### src/rtl/snd_frame_ctrl.sv
// snd_frame_ctrl: hunts SYNC_BYTE, forwards FRAME_LEN payload bytes into the capture FIFO, waits for its full strobe.
// Define SND_FRAME_CKSUM_EN to require a trailing mod-256 checksum byte (not forwarded) after the payload.
module snd_frame_ctrl #(
  parameter int         FRAME_LEN = 4,
  parameter logic [7:0] SYNC_BYTE = 8'hFF,
  parameter int         TO_CYCLES = 1024,
  parameter int         CW        = 10
) (
  input  logic       clk,
  input  logic       reset,
  input  logic       byte_vld,
  input  logic [7:0] byte_data,
  output logic       fifo_wr,
  output logic [7:0] fifo_wdata,
  output logic       fifo_aclr,
  input  logic       fifo_rd_ena,
  output logic       frame_done,
  output logic       frame_err,
  output logic       busy,
  output logic [1:0] state
);

  localparam logic [1:0] IDLE     = 2'd0;
  localparam logic [1:0] COLLECT  = 2'd1;
  localparam logic [1:0] WAIT_ACK = 2'd2;
  localparam logic [1:0] ABORT    = 2'd3;

  localparam logic [CW-1:0] TO_LAST  = CW'(TO_CYCLES - 1);
  localparam logic [3:0]    LEN      = 4'(FRAME_LEN);
  localparam logic [3:0]    LEN_LAST = 4'(FRAME_LEN - 1);

  logic [3:0]    count;
  logic [CW-1:0] timer;
  logic          timed_out;

`ifdef SND_FRAME_CKSUM_EN
  logic [7:0] sum;
`endif

  // The timer never increments past TO_LAST: reaching it always leaves the state.
  assign timed_out = (timer == TO_LAST);

  always_ff @(posedge clk) begin
    if (!reset) begin
      state      <= IDLE;
      count      <= 4'd0;
      timer      <= '0;
      fifo_wr    <= 1'b0;
      fifo_wdata <= 8'h00;
      fifo_aclr  <= 1'b0;
      frame_done <= 1'b0;
      frame_err  <= 1'b0;
      busy       <= 1'b0;
`ifdef SND_FRAME_CKSUM_EN
      sum        <= 8'h00;
`endif
    end else begin
      fifo_wr    <= 1'b0;
      fifo_aclr  <= 1'b0;
      frame_done <= 1'b0;
      frame_err  <= 1'b0;
      case (state)
        IDLE: begin
          if (byte_vld && byte_data == SYNC_BYTE) begin
            state     <= COLLECT;
            busy      <= 1'b1;
            fifo_aclr <= 1'b1;
            count     <= 4'd0;
            timer     <= '0;
`ifdef SND_FRAME_CKSUM_EN
            sum       <= 8'h00;
`endif
          end
        end
        COLLECT: begin
          if (byte_vld) begin
            timer <= '0;
`ifdef SND_FRAME_CKSUM_EN
            // Once the payload is complete the next byte is the checksum.
            if (count == LEN) begin
              state <= (byte_data == sum) ? WAIT_ACK : ABORT;
            end else begin
              fifo_wr    <= 1'b1;
              fifo_wdata <= byte_data;
              count      <= count + 4'd1;
              sum        <= sum + byte_data;
            end
`else
            fifo_wr    <= 1'b1;
            fifo_wdata <= byte_data;
            count      <= count + 4'd1;
            if (count == LEN_LAST) begin
              state <= WAIT_ACK;
            end
`endif
          end else if (timed_out) begin
            state <= ABORT;
          end else begin
            timer <= timer + CW'(1);
          end
        end
        WAIT_ACK: begin
          // Full strobe beats a simultaneous timeout.
          if (fifo_rd_ena) begin
            frame_done <= 1'b1;
            state      <= IDLE;
            busy       <= 1'b0;
          end else if (timed_out) begin
            state <= ABORT;
          end else begin
            timer <= timer + CW'(1);
          end
        end
        default: begin
          fifo_aclr <= 1'b1;
          frame_err <= 1'b1;
          state     <= IDLE;
          busy      <= 1'b0;
        end
      endcase
    end
  end

endmodule

### config.mk
export PLATFORM = sky130hd
export DESIGN_NAME = snd_frame_ctrl
export DESIGN_NICKNAME = d
export VERILOG_FILES = /design/src/rtl/snd_frame_ctrl.sv
export SDC_FILE = /design/constraint.sdc
export NUM_CORES = 1
export LEC_CHECK = 0
export ABC_CLOCK_PERIOD_IN_PS = 1500
export CAP_MARGIN = 40
export CORE_UTILIZATION = 49
export CTS_BUF_LIST = sky130_fd_sc_hd__clkbuf_4
export CTS_CLUSTER_DIAMETER = 40
export DETAILED_ROUTE_END_ITERATION = 16
export PLACE_DENSITY = 0.78
export SLEW_MARGIN = 20
export SYNTH_ARGS = -nofsm -noshare
export SYNTH_HDL_FRONTEND = slang
export SYNTH_SLANG_ARGS = --single-unit
### constraint.sdc
create_clock -name clk -period 1.5 [get_ports clk]
set_input_delay 0.225 -clock clk [delete_from_list [all_inputs] [get_ports clk]]
set_output_delay 0.225 -clock clk [all_outputs]
set_load 0.1 [all_outputs]
# Word-level counts from Yosys, hierarchy flattened
# Index checks and enable logic that the tools add are counted.
word_totals:
  in_bits: 12
  output_inout_bits: 15
  word_cells: 57
  regBits: 29
op_classes:
  n_addsub: 2
  eq_ne: 10
  mux: 22
  n_bitwise: 1
  n_reduce_logical: 13
op_table:
  columns: ["operator", "count"]
  rows:
  - ["$mux W10", 4]
  - ["$pmux W10 S3", 1]
  - ["$add A10 B1 Y10 const B", 1]
  - ["$eq A10 B10 Y1 const B", 1]
  - ["$mux W2", 5]
  - ["$reduce_and A3 Y1", 3]
  - ["$eq A8 B8 Y1 const B", 1]
  - ["$mux W4", 2]
  - ["$ne A2 B2 Y1 const B", 4]
  - ["$pmux W4 S2", 1]
  - ["$reduce_and A2 Y1", 4]
  - ["$mux W1", 6]
  - ["$pmux W2 S3", 1]
  - ["$add A4 B1 Y4 const B", 1]
  - ["$eq A4 B2 Y1 const B", 1]
  - ["$ne A3 B3 Y1 const B", 1]
  - ["$pmux W1 S3", 1]
  - ["$reduce_bool A3 Y1", 1]
  - ["$reduce_or A3 Y1", 1]
  - ["$eq A2 B1 Y1 const B", 1]
  - ["$eq A2 B2 Y1 const B", 1]
  - ["$logic_not A2 Y1", 1]
  - ["$pmux W1 S2", 1]
  - ["$reduce_bool A2 Y1", 1]
  - ["other kinds (3)", 3]

# Depth between registers and ports, before layout
depth:
  depth_word: 4
  ltp_mapped: 7
  depth_no_buf: 6

# Worst setup path before layout
# No wires, ideal clock.
synth_path:
  path_type: "flip-flop to flip-flop"
  start: "reg state[1]"
  end: "reg timer[3]"
  setup_time_ps: 122
  arrival_time_ps: 2324
  path_stages_with_launch: 7
  path_buffers: 0
  required_time_ps: 1378
  period_less_slack_ps: 2446
  setup_slack_ps: -946
  cell_sequence: "dfxtp_1 inv_1 ha_1 nor2b_1 o21ai_0 nor4_1 a311o_1"
synth_via:
  elab_chain_len: 3
  elab_cells_between_ends: 8
  classes_between: "eq/ne: 4; mux: 1; reduce/logical: 3"
synth_rtl:
  columns: ["element", "line", "source"]
  rows:
  - ["from (decl)", "20", "output logic [1:0] state"]
  - ["from (signal assigned)", "45", "state <= IDLE;"]
  - ["from (signal assigned)", "65", "state <= COLLECT;"]
  - ["from (signal assigned)", "93", "state <= WAIT_ACK;"]
  - ["$eq A2 B2 Y1, or another cell as far along", "62", "case (state)"]
  - ["$ne A2 B2 Y1 (no line) / $reduce_bool A3 Y1 (equally long branches)", null, null]
  - ["$reduce_and A3 Y1 (no line)", null, null]
  - ["to (signal assigned)", "99", "timer <= timer + CW'(1);"]
  - ["to (signal assigned)", "111", "timer <= timer + CW'(1);"]
  - ["to (decl)", "33", "logic [CW-1:0] timer;"]
# Parallel ways exist; a longest one is shown, timed or not.
# A chain may end at the register's enable or synchronous reset.

# Worst setup path after layout
layout_path:
  start: "reg state[1]"
  end: "reg busy"
layout_via:
  elab_chain_len: 3
  elab_cells_between_ends: 8
  classes_between: "eq/ne: 4; mux: 1; bitwise: 1; reduce/logical: 2"
layout_rtl:
  columns: ["element", "line", "source"]
  rows:
  - ["$eq A2 B2 Y1, or another cell as far along", "62", null]
  - ["$ne A2 B2 Y1 (no line) / $not A1 Y1 (equally long branches)", null, null]
  - ["$reduce_and A3 Y1 (no line)", null, null]
  - ["to (signal assigned)", "53", "busy <= 1'b0;"]
  - ["to (signal assigned)", "66", "busy <= 1'b1;"]
  - ["to (signal assigned)", "107", "busy <= 1'b0;"]
  - ["to (decl)", "19", "output logic busy,"]
# Parallel ways exist; a longest one is shown, timed or not.

==> out/metrics.cfg <==
[status]
status=finished, violations left
failed_checks=DRC, setup timing

[final_layout]
final_cell_area_um2=2600
area_growth_pct=72.8
ff_latch_area_um2=596
fillers=92
postLayoutCoreUtil_pct=92.0
drive_gt1_share_pct=50.0
antennaDiodeCount=0
final_nets=260
multi_input_area_um2=1180

[clocking]
cts_buffer_depth=2
htreeDepth=2
clkTransAtPathRegs_ns=0.11
hold_buffers=0
cts_tree=done
clockRootBuffer=clkbuf_4
clkLatencyLatePin_ns=0.35
cts_buffers=5
clock_sinks=29

[grt]
grt.total_usage_pct=36.9
grt_pass1_wl_um=8880
grt_max_degree=16
overflow=0
grt_pass1_vias=1779
antenna_found_initial=0

[power]
combPwrFrac_pct=24.9
cellPowerDensity_nw_per_um2=748
p_leak_nw=0.989
p_clk_share_pct=34.2
p_int_mw=1.35
p_seq_share_pct=40.9
ir_worst_vdd_mv=0.860
power_mw=1.95
swShare_pct=30.9
p_sw_mw=0.601

[timing]
slew_headroom_pct=64.7
fin_crit_ns=1.63
worst_pin_slew_ns=0.529
skew_ns=0.0137
tns_ns=-1.19
period_share_pct=108
setup_violations=21
drv_slew=0
hold_viol=0
setup_ws_ns=-0.126
clock.fmax_mhz=615
rsz0062_at_grt=true

[die]
die_y_um=57.4
ios=27
dieArea_um2=3300
die-width_um=57.4
start_util_pct=53.3
coreArea_um2=2830
rows=19

[logic_synthesis]
synth.most_common_cell=dfxtp_1
synth_cell_type_count=41
synth-simple-area-share_pct=25.9
synthMuxAreaShare_pct=0
avgSynthCellArea_um2=8.61
syn-num-nets=194
yosys_warnings=0
synth_cells=175
synthAdderAreaFrac_pct=5.81
synthTopCellsByArea=dfxtp_1, nand2_1, ha_1
synth_top_family_by_area=compound AO/OA/AOI/OAI gates
synth_area_um2=1510
async_flop_share_pct=0
synth.top_cell.area_share_pct=38.5
synth_common_cells=dfxtp_1, nand2_1, a21oi_1
yosysTopAreaCell=dfxtp_1
synth_compound_area_share_pct=27.0
synth.ff_latch_count=29
synth_edf_count=0
synthXorXnorAreaFrac_pct=0
ys.flop_type=dfxtp_1
ys_seq_area_share_pct=38.5

[min_path]
hold_start=byte_data[7]
hold_path.class=in -> reg
hold_path_end=fifo_wdata[7]
hold-path-cell-count=3

[placed_design]
place_ws_ns=-0.491
gp_congestion=0.818
placed_cell_area_um2=2240
portBuffers=26
dp_hpwl_um=3700

[setup_path]
cp.arrival_ns=1.83
r2r_start=state[1]
r2r-end=busy
crit_chain=buf_4 -> ha_4 -> nor2b_2 -> nor2_1 -> a21oi_1 -> nor3_1
end_kind=register
crit_path_top_delay_cell=dfxtp_4
crit_required_ns=1.70
start_kind=register
reg2reg_depth=6
timing_worst_setup_path_type=reg -> reg
worst-path-max-fanout=6
cp_slowest_stage_delay_ns=0.40
r2r_setup_slack_ns=-0.13

[drt]
drt_iter0_drc=217
remaining_drc_errors=1
drt_first_pass_iters=13
wl_per_cell_um=25.1
viasPerCell=7.19
ant_nets=0
routed_wirelength_um=6860
num_vias=1963

[job]
drv_cap=0

[cells by family after synthesis]
family | Yosys count
compound gates | 52
simple gates | 78
buf+inv | 9
fa+ha+maj | 7
flops | 29
[placed cells by master (no fill, tap or decap), types with 3 or more instances in the layout]
master	count
buf_4	36
nand2_1	26
dfxtp_1	21
buf_12	15
a21oi_1	12
nor3_1	7
o221a_2	6
clkbuf_4	6
dfxtp_2	6
nand3_1	5
dlygate4sd2_1	5
nand2b_1	4
nor2_1	4
ha_4	4
clkdlybuf4s50_1	4
nand4_1	3
nand3_2	3
and3_4	3
a211oi_2	3
and3_1	3
a31oi_1	3
nor2b_1	3
[power groups by stage]
stage | sequential [mW] | combinational [mW] | clock, mW
6_report | 0.796 | 0.485 | 0.665
5_1_grt | 0.798 | 0.498 | 0.698
4_1_cts | 0.795 | 0.418 | 0.652
3_5_place_dp | 0.814 | 0.385 | 0
3_3_place_gp | 0.812 | 0.373 | 0
2_1_floorplan | 0.891 | 0.133 | 0
[critical path, delay by kind of cell (launching register included)]
kind	cells	cell delay (ns)
flops	1	0.40
fa+ha+maj	1	0.20
simple gates	3	0.49
buf+inv	1	0.15
compound gates	1	0.23
[how the worst max path moves through the flow]
stage / slack (ns) / startpoint / depth (start not counted) / end
6_report: -0.13 / state[1] / 6 / busy
2_1_floorplan: -0.24 / state[1] / 7 / state[1]
4_1_cts: 0.005 / state[1] / 7 / timer[2]
3_3_place_gp: -0.46 / byte_data[6] / 6 / timer[4]
3_5_place_dp: -0.49 / byte_data[6] / 6 / count[3]
5_1_grt: -0.13 / state[1] / 6 / timer[1]
[sequential cells by signal, indices dropped and copies added (netlist names)]
signal and flops:
busy 1, count 4, fifo_aclr 1, fifo_wdata 8
fifo_wr 1, frame_done 1, frame_err 1, state 2
timer 10
[stage by stage]
stage	std cells	hold WS (ns)
floorplan	175	0.361
global placement	260	0.475
detailed placement	260	0.491
CTS	270	0.277
global route	273	0.275
finish	273	0.274
[layout make-up]
class                           count  area share (%)
Multi-Input combinational cell    138            45.2
Tap cell                           31            1.49
Clock inverter                      2            1.30
Inverter                            3           0.625
Sequential cell                    29            22.9
Clock buffer                        6            1.73
Timing Repair Buffer               64            26.8
[per-layer routing]
layer	vias up	global-route usage (%)	part of all wire, %
met3	80	8.16	11
met1	913	43.5	33
met2	167	59.3	47
li1	803	-	-
met4	0	25.8	8.9
met5	-	0	0
[timing repair]
action | 4_1_cts | 5_1_grt
resized for setup | 31 | 35
setup endpoints to repair | 16 | 15
cloned | 1 | 0
setup buffers | 1 | 3
pin swaps | 13 | 8
Note: power is estimated with default switching activity, not from simulation.
